--- src/rtl/fft_pair_feeder.sv ---
// Frame buffer that collects 2*HALF serial samples, then issues radix-2 butterfly
// operand pairs (x[k], x[k+HALF]). Optional FEED_SCALE_EN halves each stored sample.
module fft_pair_feeder #(
  parameter int N        = 4,
  parameter int HALF     = 4,
  parameter int LOG_HALF = 2
) (
  input  logic                  clk,
  input  logic                  rst,
  input  logic                  clr,
  input  logic [(2**N)-1:0]     in_data,
  input  logic                  in_valid,
  output logic                  in_ready,
  output logic [(2**N)-1:0]     out_a,
  output logic [(2**N)-1:0]     out_b,
  output logic [LOG_HALF-1:0]   out_idx,
  output logic                  out_valid,
  input  logic                  out_ready,
  output logic                  frame_done
);

  localparam int W = 2**N;

  // HALF is a power of two, so the last fill slot and the last pair index are all-ones.
  localparam logic [LOG_HALF:0]   FILL_LAST = {(LOG_HALF+1){1'b1}};
  localparam logic [LOG_HALF:0]   FILL_ONE  = (LOG_HALF+1)'(1);
  localparam logic [LOG_HALF-1:0] PAIR_LAST = {LOG_HALF{1'b1}};
  localparam logic [LOG_HALF-1:0] PAIR_ONE  = LOG_HALF'(1);
  localparam logic [LOG_HALF:0]   MEM_A0    = {(LOG_HALF+1){1'b0}};
  localparam logic [LOG_HALF:0]   MEM_B0    = {1'b1, {LOG_HALF{1'b0}}};

  typedef enum logic {
    FILL  = 1'b0,
    ISSUE = 1'b1
  } state_t;

  state_t              state_r;
  logic [LOG_HALF:0]   fill_cnt_r;
  logic [LOG_HALF-1:0] pair_cnt_r;
  logic [W-1:0]        mem_r [2*HALF];
  logic [W-1:0]        out_a_r;
  logic [W-1:0]        out_b_r;
  logic [LOG_HALF-1:0] out_idx_r;
  logic                out_valid_r;
  logic                frame_done_r;

  logic                in_xfer_s;
  logic                out_xfer_s;
  logic                fill_last_s;
  logic                pair_last_s;
  logic [LOG_HALF-1:0] pair_nxt_s;
  logic [W-1:0]        store_s;

  function automatic logic [W-1:0] scale_word(input logic [W-1:0] d);
`ifdef FEED_SCALE_EN
    return {d[W-1], d[W-1:1]};
`else
    return d;
`endif
  endfunction

  // Handshake decode and next-pair index.
  always_comb begin
    in_xfer_s   = in_valid && (state_r == FILL);
    out_xfer_s  = out_valid_r && out_ready;
    fill_last_s = (fill_cnt_r == FILL_LAST);
    pair_last_s = (pair_cnt_r == PAIR_LAST);
    pair_nxt_s  = pair_cnt_r + PAIR_ONE;
    store_s     = scale_word(in_data);
  end

  // Sample buffer write; an aborted cycle writes nothing.
  always_ff @(posedge clk or negedge rst) begin
    if (!rst) begin
      for (int i = 0; i < 2*HALF; i++) mem_r[i] <= '0;
    end else if (!clr && in_xfer_s) begin
      mem_r[fill_cnt_r] <= store_s;
    end
  end

  // Fill/issue controller with registered pair outputs.
  always_ff @(posedge clk or negedge rst) begin
    if (!rst) begin
      state_r      <= FILL;
      fill_cnt_r   <= '0;
      pair_cnt_r   <= '0;
      out_a_r      <= '0;
      out_b_r      <= '0;
      out_idx_r    <= '0;
      out_valid_r  <= 1'b0;
      frame_done_r <= 1'b0;
    end else if (clr) begin
      state_r      <= FILL;
      fill_cnt_r   <= '0;
      pair_cnt_r   <= '0;
      out_valid_r  <= 1'b0;
      frame_done_r <= 1'b0;
    end else begin
      frame_done_r <= 1'b0;
      case (state_r)
        FILL: begin
          if (in_xfer_s) begin
            if (fill_last_s) begin
              // x[HALF] was stored earlier, so the first pair comes straight from the buffer.
              fill_cnt_r  <= '0;
              pair_cnt_r  <= '0;
              state_r     <= ISSUE;
              out_a_r     <= mem_r[MEM_A0];
              out_b_r     <= mem_r[MEM_B0];
              out_idx_r   <= '0;
              out_valid_r <= 1'b1;
            end else begin
              fill_cnt_r <= fill_cnt_r + FILL_ONE;
            end
          end
        end
        ISSUE: begin
          if (out_xfer_s) begin
            if (pair_last_s) begin
              pair_cnt_r   <= '0;
              out_valid_r  <= 1'b0;
              frame_done_r <= 1'b1;
              state_r      <= FILL;
            end else begin
              pair_cnt_r <= pair_nxt_s;
              out_a_r    <= mem_r[{1'b0, pair_nxt_s}];
              out_b_r    <= mem_r[{1'b1, pair_nxt_s}];
              out_idx_r  <= pair_nxt_s;
            end
          end
        end
        default: begin
          state_r     <= FILL;
          fill_cnt_r  <= '0;
          pair_cnt_r  <= '0;
          out_valid_r <= 1'b0;
        end
      endcase
    end
  end

  assign in_ready   = (state_r == FILL);
  assign out_a      = out_a_r;
  assign out_b      = out_b_r;
  assign out_idx    = out_idx_r;
  assign out_valid  = out_valid_r;
  assign frame_done = frame_done_r;

endmodule

--- config.mk ---
export PLATFORM = sky130hd
export DESIGN_NAME = fft_pair_feeder
export DESIGN_NICKNAME = d
export VERILOG_FILES = /design/src/rtl/fft_pair_feeder.sv
export SDC_FILE = /design/constraint.sdc
export NUM_CORES = 1
export LEC_CHECK = 0
export BUFFER_PORTS_ARGS = -buffer_cell sky130_fd_sc_hd__clkbuf_2
export CAP_MARGIN = 20
export CORE_ASPECT_RATIO = 1.2
export CORE_MARGIN = 3
export CORE_UTILIZATION = 25
export DETAILED_ROUTE_END_ITERATION = 8
export REMOVE_ABC_BUFFERS = 1
export SYNTH_ARGS = -nofsm -noshare
export SYNTH_HDL_FRONTEND = slang
export SYNTH_SLANG_ARGS = --single-unit
export TNS_END_PERCENT = 20
--- constraint.sdc ---
create_clock -name clk -period 1.9 [get_ports clk]
set_input_delay 0.38 -clock clk [delete_from_list [all_inputs] [get_ports clk]]
set_output_delay 0.38 -clock clk [all_outputs]
set_load 0.005 [all_outputs]
# Word-level counts from Yosys, hierarchy flattened
# Cells that the tools add are included.
word_totals:
  regBits: 170
  elab_cells: 96
classes:
  n_addsub: 2
  magnitude_cmp: 4
  n_eq_ne: 11
  mux: 48
  bitwise_logic: 5
  n_reduce_logical: 10
op_table:
  columns: ["cell", "count"]
  rows:
  - ["two-way mux 16 bit", 13]
  - ["bitwise mux 128 bit", 1]
  - ["binary-select mux 16 bit (select 3 bit)", 2]
  - ["case mux 16 bit (2 select lines)", 2]
  - ["demux 16 bit (select 3 bit)", 1]
  - ["two-way mux 1 bit", 14]
  - ["two-way mux 2 bit", 7]
  - ["greater-or-equal comparator 4 bit (second input constant)", 3]
  - ["two-way mux 3 bit", 4]
  - ["!= test 3 x 2 -> 1 bit (second input constant)", 4]
  - ["NOT 3 -> 4 bit", 2]
  - ["case mux 2 bit (2 select lines)", 2]
  - ["!= test 2 x 1 -> 1 bit (second input constant)", 3]
  - ["AND reduction 5 bit", 1]
  - ["logical AND 1 bit", 4]
  - ["< comparator 4 x 1 -> 1 bit (second input constant)", 1]
  - ["!= test 2 bit (second input constant)", 2]
  - ["NOT 2 -> 4 bit", 1]
  - ["case mux 1 bit (2 select lines)", 2]
  - ["AND reduction 4 bit", 1]
  - ["adder 3 x 1 -> 3 bit (second input constant)", 1]
  - ["equality test 3 bit (second input constant)", 1]
  - ["AND reduction 3 bit", 1]
  - ["adder 2 x 1 -> 2 bit (second input constant)", 1]
  - ["other kinds (5)", 6]

# Logic depth before layout (Yosys ltp)
# Gate-level depths: netlist of the first run.
logic_depth:
  ltp_word: 8
  depth_mapped: 8

# Worst setup path after synthesis of the first run
# OpenSTA, ideal clock, no wires.
synth_path:
  kind: "register -> register"
  startpoint: "reg fill_cnt_r[0]"
  endpoint: "reg out_a_r[0] (netlist: out_a[0])"
  setup_time_ns: 0.135
  t_arrival_ns: 1.686
  path_slack_ns: 0.079
  stages_incl_launch_ff: 9
  n_path_buf: 2
  synth_period_minus_slack_ns: 1.821
  path_cell_list: "dfrtp_1 ha_1 ha_1 a21oi_1 a211o_1 buf_2 buf_2 nand2_1 o31ai_1"
synth_via:
  elab_chain_len: 3
synth_lines:
  columns: ["item", "line_no", "rtl"]
  rows:
  - ["start: declaration", "38", "logic [LOG_HALF:0] fill_cnt_r;"]
  - ["start signal: assignment", "113", "fill_cnt_r <= fill_cnt_r + FILL_ONE;"]
  - ["equality test 3 bit", "66", "fill_last_s = (fill_cnt_r == FILL_LAST);"]
  - ["!= test 2 x 1 -> 1 bit (no source line)", null, null]
  - ["AND reduction 5 bit (no source line)", null, null]
  - ["end signal: assignment", "108", "out_a_r <= mem_r[MEM_A0];"]
  - ["end signal: assignment", "126", "out_a_r <= mem_r[{1'b0, pair_nxt_s}];"]
  - ["end: declaration", "41", "logic [W-1:0] out_a_r;"]
# Every way passes these cells.
# A chain may end at the register's enable or synchronous reset.

# Final worst setup path of the first run
layout_path:
  startpoint: "reg state_r"
  endpoint: "out in_ready"
layout_via:
  elab_chain_len: 1
layout_lines:
  columns: ["item", "line_no", "rtl"]
  rows:
  - ["start: declaration", "37", "state_t state_r;"]
  - ["start signal: assignment", "84", "state_r <= FILL;"]
  - ["start signal: assignment", "93", "state_r <= FILL;"]
  - ["start signal: assignment", "107", "state_r <= ISSUE;"]
  - ["NOT 1 bit", null, null]
  - ["end: declaration", "13", "output logic in_ready,"]
# Every way passes these cells.

==> flow_summary_export.csv, run 1 <==
group,metric,value,unit
timing,worst-slew-pin-transition,0.439,ns
drt,number_of_drc_markers_after_the_initial_detailed_route_iteration,268,
clocking,clkLatencyLatePin,0.43,ns
critical_path,worst_r2r_path_depth,5,
floorplanning,floorplan.initialDensity,25.6,%
drt,total_vias_in_the_final_route,4832,
layout,area_growth_syn_to_layout,21.3,%
global_route,grt_pass1_wl,30200,microns
critical_path,critical_path_required,1.52,ns
global_route,grt_overflow,0,
layout,final_net_count,685,
synthesis,synthesis.yosys.warnings,0,
layout,postLayoutCellArea,9260,sq um
timing,setup_viol,0,
timing,timing.fmax,0.553,GHz
synthesis,synthArstFlopShare,100,%
pwr,swShare,22.8,%
global_route,antenna_found_initial,0,
critical_path,timing.setup.critical_path_class,"reg -> out",
pwr,power_density,921,nW/um^2
timing,finalWorstSetupSlack,0.0906,ns
clocking,clock_tree.htree_level_count,4,
floorplanning,placement_rows,69,
timing,final_min_period_over_clock_period,95.2,%
placed_design,place_area,8620,sq um
timing,max_slew_margin,70.7,%
pwr,internal_power,6.59,mW
layout,final_cell_mix,"170 x sky130_fd_sc_hd__dfrtp_1, 124 x sky130_fd_sc_hd__mux2_2, 56 x sky130_fd_sc_hd__clkbuf_2",
synthesis,yosysSeqAreaShare,55.7,%
placed_design,dp_slack,0.0830,ns
critical_path,end_kind,"primary output",
synthesis,synth.lib_cells_used.distinct,39,
placed_design,gp_congestion,0.766,
pwr,clock_power_share,41.7,%
synthesis,syn_area_per_cell,13.1,sq um
flow_run,max_cap_violation_count,0,
synthesis,post_synthesis_instance_area,7630,sq um
drt,detail_route.drc_violations,0,
critical_path,timing.critical_path.arrival,1.43,ns
layout,layout_commonest_cell,"sky130_fd_sc_hd__dfrtp_1",
hold_path,hold-path-endpoint,"frame_done",
pwr,ir_worst_vdd,0.454,mV
clocking,cts_buffer_depth,2,
floorplanning,core,29900,sq um
critical_path,worst_r2r_endpoint,"out_a[15]",
drt,drt_wl_total,18700,microns
layout,antenna-diode-count,0,
critical_path,setup.reg_to_reg.worst_slack,0.10,ns
timing,finalWorstPathRequiredPeriod,1.81,ns
drt,detailedRoute.firstPassIterationCount,4,
timing,setup_repair_after_global_routing_missed_its_margin,"no",
floorplanning,die_x,166,microns
global_route,via_count_of_the_first_global_routing_pass,5186,
hold_path,hold_path_class,"in -> reg",
synthesis,post_synth_inst_count,582,
placed_design,place.port_buffers,57,
floorplanning,die_area,32700,sq um
floorplanning,die_y,197,microns
timing,timing.final.max_slew_violations,0,
drt,wire_per_inst,17.6,microns
critical_path,startpoint_of_the_worst_register_to_register_path,"pair_cnt_r[0]",
critical_path,startpoint_type,"flop",
clocking,cts_root_buf,"sky130_fd_sc_hd__clkbuf_16",
clocking,numCtsBuffers,17,
drt,avgViaCountPerCell,4.55,
synthesis,postSynthRegisterBits,170,
outcome,run_status,"complete, no violations",
layout,num-fill-cells,3058,
hold_path,whs_path_depth,3,
placed_design,placed_cells_incl_taps,1030,
floorplanning,num_io_pins,58,
synthesis,dominantRegCellSynth,"sky130_fd_sc_hd__dfrtp_1",
layout,final_layout_size_suffix_gt1_share,42.6,%
pwr,power.sequential.fraction,49.2,%
clocking,numClockSinks,170,
timing,fin_skew,0.00770,ns
pwr,total_switching_power,1.94,mW
pwr,total_leakage_power,4.45,nW
global_route,grt_start_max_net_pins,55,
pwr,power,8.53,mW
layout,finalNonFillerCells,1061,
synthesis,number_of_enable_type_register_cells_in_the_synthesized_netlist,0,
timing,final_hold_viol_count,0,
hold_path,holdCritStartpoint,"out_ready",
global_route,all_layer_global_routing_usage,12.1,%
drt,ant_nets,0,
critical_path,crit_path_max_fanout,18,
placed_design,detailed_place_hpwl,12100,microns
pwr,power_frac_comb,9.2,%
clocking,cts.reportedPaths.clkPinSlew,0.07,ns
clocking,tritoncts,"built",
layer usage:
layer,share of wire [%],wire length (microns),vias to the layer above,GRT usage (%)
met4,1.5,277,0,3.64
met3,3.9,737,23,2.71
li1,-,-,2265,-
met5,0,0,-,0
met1,47,8690,2470,16.1
met2,48,8970,74,19.6
state kept, by name, summed over array words and instances (netlist names):
register	cells
out_a	16
out_b	16
state_r	1
pair_cnt_r	2
out_valid	1
mem_r	128
frame_done	1
out_idx	2
fill_cnt_r	3
metrics by stage:
| stage | util, % | setup TNS (ns) | hold WS (ns) |
|---|---|---|---|
| after floorplan | - | -37.07 | 0.0844 |
| after global placement | 28.9 | 0 | 0.334 |
| after detailed placement | 28.9 | 0 | 0.336 |
| after CTS | 30.9 | 0 | 0.233 |
| after global routing | 31.0 | 0 | 0.268 |
| final | 31.0 | 0 | 0.246 |
cell usage after synthesis, drive strengths merged, types with 2 or more instances:
| cell type | count | area (sq um) |
|---|---|---|
| o31ai | 31 | 233 |
| nand2 | 45 | 194 |
| nand2b | 2 | 20.0 |
| nor2 | 38 | 143 |
| nand3 | 2 | 10.0 |
| mux2i | 17 | 170 |
| nor2b | 16 | 100 |
| a21oi | 8 | 40.0 |
| a2bb2oi | 15 | 131 |
| o21ai | 3 | 15.0 |
| mux2 | 144 | 1700 |
| nor3 | 4 | 30.0 |
| inv | 2 | 7.50 |
| ha | 4 | 50.1 |
| nor3b | 4 | 57.6 |
| dfrtp | 170 | 4250 |
| nand4 | 2 | 27.5 |
| buf | 20 | 141 |
| o22ai | 33 | 206 |
| clkbuf | 15 | 56.3 |
area by class of cell:
class	instances	area, sq um	share of cell area (%)
Multi-Input combinational cell	375	3200	34.5
Clock buffer	19	453	4.89
Timing Repair Buffer	94	717	7.74
Inverter	2	7.51	0.0811
Clock inverter	11	146	1.58
Tap cell	390	488	5.27
Sequential cell	170	4250	45.9
cells by family after synthesis:
kind of cell	share of synthesized area [%]
AOI/OAI and AO/OA	8.49
and+or+nand+nor	7.98
DFF	55.7
muxes	24.5
adders and majority gates	0.656
buffers and inverters	2.69
power groups by stage:
stage          Combinational (mW)  Clock [mW]  Sequential, mW
6_report                    0.780        3.55            4.19
3_5_place_dp                0.792           0            4.26
4_1_cts                     0.796        3.63            4.19
5_1_grt                     0.866        3.76            4.24
3_3_place_gp                0.769           0            4.25
2_1_floorplan               0.546           0            4.20
worst max path at each step:
stage / startpoint / slack [ns] / endpoint
after global placement: pair_cnt_r[0] / 0.16 / out_a[15]
final: state_r / 0.09 / in_ready
after global routing: state_r / 0.01 / in_ready
after detailed placement: pair_cnt_r[0] / 0.08 / out_b[0]
after CTS: state_r / 0.05 / in_ready
after floorplan: pair_cnt_r[0] / -0.87 / out_a[15]
critical path, stage by stage, from the launching register on:
cell	delay, ns
sky130_fd_sc_hd__dfrtp_1	0.43
sky130_fd_sc_hd__inv_2	0.10
sky130_fd_sc_hd__buf_4	0.29
sky130_fd_sc_hd__clkbuf_2	0.18
repair_timing:
action	in CTS	in global routing
hold buffers	1	0
hold endpoints to repair	37	0
endpoints found under the setup margin	0	11
buffers inserted	0	0
gates resized for setup	0	6
Note: power is estimated with default switching activity, not from simulation.
==> inputs of run 2 (changes only) <==
--- a/config.mk
+++ b/config.mk
@@ -7,10 +7,13 @@
 export LEC_CHECK = 0
 export BUFFER_PORTS_ARGS = -buffer_cell sky130_fd_sc_hd__clkbuf_2
 export CAP_MARGIN = 20
+export CELL_PAD_IN_SITES_DETAIL_PLACEMENT = 0
+export CELL_PAD_IN_SITES_GLOBAL_PLACEMENT = 1
 export CORE_ASPECT_RATIO = 1.2
 export CORE_MARGIN = 3
 export CORE_UTILIZATION = 25
 export DETAILED_ROUTE_END_ITERATION = 8
+export PLACE_DENSITY_LB_ADDON = 0.1
 export REMOVE_ABC_BUFFERS = 1
 export SYNTH_ARGS = -nofsm -noshare
 export SYNTH_HDL_FRONTEND = slang
==> run 2 against run 1 <==
Effect of this change: critical endpoint unchanged; first-iteration DRC count shrank 25%; critical path type unchanged; design area grew 0.86%; core utilization grew 0.27 points; critical path depth is the same; sequential share of layout area shrank 0.39 points.
==> flow_summary_export.csv, run 2 (synthesis results as in run 1) <==
group,metric,value,unit
critical_path,startpoint_type,"flop",
clocking,clock_tree.htree_level_count,4,
placed_design,place.port_buffers,57,
floorplanning,die_y,197,microns
critical_path,slowest_delay,0.42,ns
critical_path,critical_path_required,1.52,ns
floorplanning,die_x,166,microns
drt,total_vias_in_the_final_route,4956,
global_route,grt_pass1_wl,33500,microns
layout,largest_reg_flops,128,
hold_path,hold_path_class,"in -> reg",
clocking,postCtsSetupRepairBufs,0,
clocking,cts_root_buf,"sky130_fd_sc_hd__clkbuf_16",
floorplanning,num_io_pins,58,
global_route,grt_start_max_net_pins,49,
drt,avgViaCountPerCell,4.65,
floorplanning,core,29900,sq um
critical_path,timing.setup.critical_path_class,"reg -> out",
floorplanning,die_area,32700,sq um
timing,max_slew_margin,71.4,%
drt,ant_nets,0,
timing,final_hold_viol_count,0,
timing,timing.fmax,0.551,GHz
floorplanning,floorplan.initialDensity,25.6,%
layout,final_cell_mix,"170 x sky130_fd_sc_hd__dfrtp_1, 124 x sky130_fd_sc_hd__mux2_2, 56 x sky130_fd_sc_hd__clkbuf_2",
layout,area_growth_syn_to_layout,22.4,%
clocking,tritoncts,"built",
global_route,via_count_of_the_first_global_routing_pass,5374,
timing,setup_repair_after_global_routing_missed_its_margin,"no",
timing,finalWorstSetupSlack,0.0840,ns
timing,hold_ws,0.292,ns
layout,final_net_count,689,
layout,postLayoutCellArea,9340,sq um
drt,detail_route.drc_violations,0,
critical_path,end_kind,"primary output",
critical_path,timing.critical_path.arrival,1.44,ns
drt,number_of_drc_markers_after_the_initial_detailed_route_iteration,201,
flow_run,max_cap_violation_count,0,
placed_design,detailed_place_hpwl,13600,microns
critical_path,cp-startpoint,"state_r",
layout,antenna-diode-count,0,
layout,layout_commonest_cell,"sky130_fd_sc_hd__dfrtp_1",
timing,fin_skew,0.00926,ns
placed_design,gp_congestion,0.699,
global_route,all_layer_global_routing_usage,13.8,%
timing,setup_viol,0,
placed_design,dp_slack,0.0701,ns
clocking,cts.reportedPaths.clkPinSlew,0.07,ns
critical_path,critical_path.slowest_cell,"sky130_fd_sc_hd__dfrtp_1",
drt,drt_wl_total,21200,microns
pwr,total_leakage_power,4.49,nW
drt,wire_per_inst,19.9,microns
clocking,clkLatencyLatePin,0.43,ns
placed_design,place_area,8700,sq um
global_route,grt_overflow,0,
clocking,numClockSinks,170,
hold_path,holdCritStartpoint,"out_ready",
pwr,ir_worst_vdd,0.458,mV
timing,finalWorstPathRequiredPeriod,1.82,ns
timing,final_min_period_over_clock_period,95.6,%
drt,detailedRoute.firstPassIterationCount,4,
critical_path,crit_path_max_fanout,18,
clocking,numCtsBuffers,17,
critical_path,startpoint_of_the_worst_register_to_register_path,"fill_cnt_r[0]",
global_route,antenna_found_initial,0,
critical_path,cp_cell_sequence,"inv_2 -> buf_4 -> clkbuf_2",
pwr,power_density,937,nW/um^2
pwr,power,8.75,mW
outcome,run_status,"complete, no violations",
timing,worst-slew-pin-transition,0.429,ns
layout,largest_register,"mem_r",
floorplanning,placement_rows,69,
layout,final_layout_size_suffix_gt1_share,42.6,%
clocking,cts_buffer_depth,2,
timing,timing.final.max_slew_violations,0,
[run 2: cell types whose count changed in the layout (fill, tap and decap cells not counted), moves of 3 or more]
cell / previous run / this run
sky130_fd_sc_hd__buf_12: 11 / 15
sky130_fd_sc_hd__inv_6: 1 / 5
sky130_fd_sc_hd__o31ai_1: 27 / 30
sky130_fd_sc_hd__o31ai_2: 4 / 1
[run 2: metal layers]
layer	up-vias	wire length [microns]	part of all wire (%)	track usage, %
met2	62	10600	50	23.0
met4	0	210	0.99	3.33
li1	2288	-	-	-
met1	2597	9960	47	18.5
met5	-	0	0	0
met3	9	486	2.3	2.54
[run 2: area by class of cell]
class,instances,area (sq um)
Timing Repair Buffer,98,790
Inverter,2,7.51
Sequential cell,170,4250
Clock inverter,13,190
Clock buffer,18,429
Fill cell,3057,20500
Tap cell,390,488
Multi-Input combinational cell,375,3180
[run 2: final timing paths]
kind | endpoint | slack (ns) | cells after the start
max | in_ready | 0.08 | 3
min | frame_done | 0.29 | 3
max reg2reg | out_b[7] | 0.12 | 6
min reg2reg | out_b[9] | 0.48 | 2
max in group asynchronous | mem_r[66] | 0.83 | 3
min in group asynchronous | mem_r[10] | 0.43 | 2
[run 2: metrics by stage]
stage | TNS, ns | cells | util (%)
3_3_place_gp | 0 | 1034 | 29.1
2_1_floorplan | -37.07 | 547 | -
5_1_grt | 0 | 1066 | 31.3
6_report | 0 | 1066 | 31.3
4_1_cts | 0 | 1066 | 31.2
3_5_place_dp | 0 | 1034 | 29.1
[run 2: critical path: cells and delay by family (launching register included)]
| kind | cells | cell delay [ns] |
|---|---|---|
| buffers and inverters | 3 | 0.58 |
| DFF | 1 | 0.42 |
[run 2: report_power, final]
group	leakage (nW)	total (mW)	switching, mW	internal (mW)
Sequential	2.28	4.20	0.213	3.99
Clock	0.308	3.76	1.54	2.22
Combinational	1.90	0.790	0.315	0.475
Total	4.49	8.75	2.07	6.68
[run 2: repair_timing]
item	in CTS	in global routing
hold endpoints to repair	36	0
endpoints found under the setup margin	0	6
hold buffers	1	0
resized for setup	0	2
==> inputs of run 3 (changes only) <==
--- a/config.mk
+++ b/config.mk
@@ -11,7 +11,7 @@
 export CELL_PAD_IN_SITES_GLOBAL_PLACEMENT = 1
 export CORE_ASPECT_RATIO = 1.2
 export CORE_MARGIN = 3
-export CORE_UTILIZATION = 25
+export CORE_UTILIZATION = 45
 export DETAILED_ROUTE_END_ITERATION = 8
 export PLACE_DENSITY_LB_ADDON = 0.1
 export REMOVE_ABC_BUFFERS = 1
==> run 3 against run 2 <==
Effect of this change: global-route usage grew 6.8 points; via count is 1.3% lower; maximum frequency increased by 1.4%; wire length is 15% lower; combinational power down 1%; critical endpoint is now mem_r[104]; largest power group unchanged; highest routed layer unchanged.
==> flow_summary_export.csv, run 3 (synthesis results as in run 1) <==
group,metric,value,unit
outcome,run_status,"complete, no violations",
timing,final_hold_viol_count,0,
layout,largest_reg_flops,128,
flow_run,max_cap_violation_count,0,
layout,num-fill-cells,1373,
critical_path,critical_path_required,2.20,ns
timing,setup_viol,0,
floorplanning,num_io_pins,58,
clocking,clkLatencyLatePin,0.42,ns
layout,final_layout_size_suffix_gt1_share,42.2,%
timing,timing.final.max_slew_violations,0,
global_route,grt_pass1_wl,29700,microns
pwr,power_frac_comb,9.2,%
critical_path,worst_r2r_path_depth,4,
critical_path,setup.reg_to_reg.worst_slack,0.11,ns
clocking,cts_buffer_depth,2,
floorplanning,floorplan.initialDensity,46.5,%
drt,drt_wl_total,18000,microns
layout,area_growth_syn_to_layout,17.9,%
layout,final_net_count,683,
floorplanning,placement_rows,51,
timing,final_min_period_over_clock_period,94.2,%
clocking,cts.reportedPaths.clkPinSlew,0.06,ns
critical_path,startpoint_type,"flop",
clocking,numCtsBuffers,17,
global_route,all_layer_global_routing_usage,20.6,%
layout,largest_register,"mem_r",
critical_path,cp-startpoint,"state_r",
pwr,ir_worst_vdd,0.560,mV
layout,finalNonFillerCells,883,
global_route,grt_start_max_net_pins,53,
critical_path,timing.setup.critical_path_class,"reg -> reg",
timing,worst-slew-pin-transition,0.444,ns
layout,antenna-diode-count,0,
drt,detailedRoute.firstPassIterationCount,4,
placed_design,gp_congestion,0.741,
timing,fin_skew,0.00537,ns
pwr,power.sequential.fraction,49.6,%
timing,finalWorstPathRequiredPeriod,1.79,ns
global_route,via_count_of_the_first_global_routing_pass,5306,
pwr,internal_power,6.53,mW
layout,final_cell_mix,"170 x sky130_fd_sc_hd__dfrtp_1, 124 x sky130_fd_sc_hd__mux2_2, 56 x sky130_fd_sc_hd__clkbuf_2",
critical_path,crit_path_max_fanout,16,
placed_design,place_area,8370,sq um
floorplanning,die_y,149,microns
floorplanning,core,16400,sq um
clocking,clock_tree.htree_level_count,4,
drt,total_vias_in_the_final_route,4892,
drt,detail_route.drc_violations,0,
critical_path,startpoint_of_the_worst_register_to_register_path,"state_r",
critical_path,worst_r2r_endpoint,"mem_r[104]",
placed_design,placed_cells_incl_taps,850,
pwr,power_density,941,nW/um^2
timing,timing.fmax,0.558,GHz
floorplanning,die_area,18600,sq um
pwr,swShare,22.9,%
critical_path,end_kind,"flop",
placed_design,place.port_buffers,57,
timing,setup_repair_after_global_routing_missed_its_margin,"yes",
floorplanning,die_x,125,microns
drt,wire_per_inst,20.4,microns
placed_design,detailed_place_hpwl,11400,microns
drt,avgViaCountPerCell,5.54,
pwr,clock_power_share,41.2,%
global_route,grt_overflow,0,
global_route,antenna_found_initial,0,
pwr,total_leakage_power,4.43,nW
clocking,tritoncts,"built",
clocking,numClockSinks,170,
critical_path,timing.critical_path.arrival,2.09,ns
layout,postLayoutCellArea,9000,sq um
critical_path,critPathCapture,"mem_r[104]",
hold_path,hold_path_class,"in -> reg",
pwr,total_switching_power,1.94,mW
timing,max_slew_margin,70.4,%
drt,number_of_drc_markers_after_the_initial_detailed_route_iteration,297,
drt,ant_nets,0,
layout,layout_commonest_cell,"sky130_fd_sc_hd__dfrtp_1",
clocking,cts_root_buf,"sky130_fd_sc_hd__clkbuf_16",
[run 3: cell type report]
cell class | count | area [sq um] | share of cell area (%)
Sequential cell | 170 | 4250 | 47.3
Clock buffer | 22 | 484 | 5.38
Inverter | 2 | 7.51 | 0.0834
Tap cell | 212 | 265 | 2.95
Clock inverter | 10 | 115 | 1.28
Timing Repair Buffer | 92 | 689 | 7.66
Multi-Input combinational cell | 375 | 3190 | 35.4
[run 3: routing by layer]
| metal | GRT usage (%) | vias to the layer above | wire length [microns] |
|---|---|---|---|
| met1 | 27.3 | 2528 | 8260 |
| met5 | 0 | - | 0 |
| li1 | - | 2263 | - |
| met3 | 3.23 | 18 | 479 |
| met2 | 35.3 | 83 | 9000 |
| met4 | 5.86 | 0 | 255 |
[run 3: how the worst min path moves through the flow]
stage / from / end / slack, ns / cells past startpoint
finish: out_ready / frame_done / 0.27 / 3
detailed placement: rst / fill_cnt_r[2] / 0.34 / 1
floorplan: rst / fill_cnt_r[0] / 0.08 / 0
global placement: rst / frame_done / 0.34 / 1
global route: out_ready / frame_done / 0.27 / 3
CTS: out_ready / frame_done / 0.25 / 3
[run 3: metrics by stage]
step | TNS [ns] | hold slack (ns) | power [mW] | worst slack (ns) | util, %
final | 0 | 0.270 | 8.47 | 0.109 | 54.9
after global routing | -0.0176 | 0.274 | 8.86 | -0.00680 | 54.9
after CTS | 0 | 0.248 | 8.55 | 0.00347 | 54.8
after detailed placement | 0 | 0.342 | 5.05 | 0.124 | 51.1
after global placement | 0 | 0.342 | 4.99 | 0.139 | 51.1
after floorplan | -37.07 | 0.0844 | 4.74 | -0.868 | -
[run 3: repair_timing]
action,4_1_cts,5_1_grt
setup endpoints to repair,0,7
setup buffers,0,0
hold buffers,1,0
endpoints found under the hold margin,40,0
gates resized for setup,0,4
[run 3: critical path: stages (launching register included)]
cell,delay [ns]
sky130_fd_sc_hd__dfrtp_1,0.46
sky130_fd_sc_hd__nand2b_4,0.23
sky130_fd_sc_hd__nor3b_4,0.32
sky130_fd_sc_hd__nand2_4,0.28
sky130_fd_sc_hd__mux2_4,0.38
[run 3: power by group through the flow]
| stage | clock network, mW | registers [mW] | logic, mW |
|---|---|---|---|
| 5_1_grt | 3.76 | 4.24 | 0.856 |
| 2_1_floorplan | 0 | 4.20 | 0.546 |
| 3_3_place_gp | 0 | 4.24 | 0.755 |
| 6_report | 3.49 | 4.20 | 0.779 |
| 3_5_place_dp | 0 | 4.26 | 0.789 |
| 4_1_cts | 3.56 | 4.19 | 0.792 |
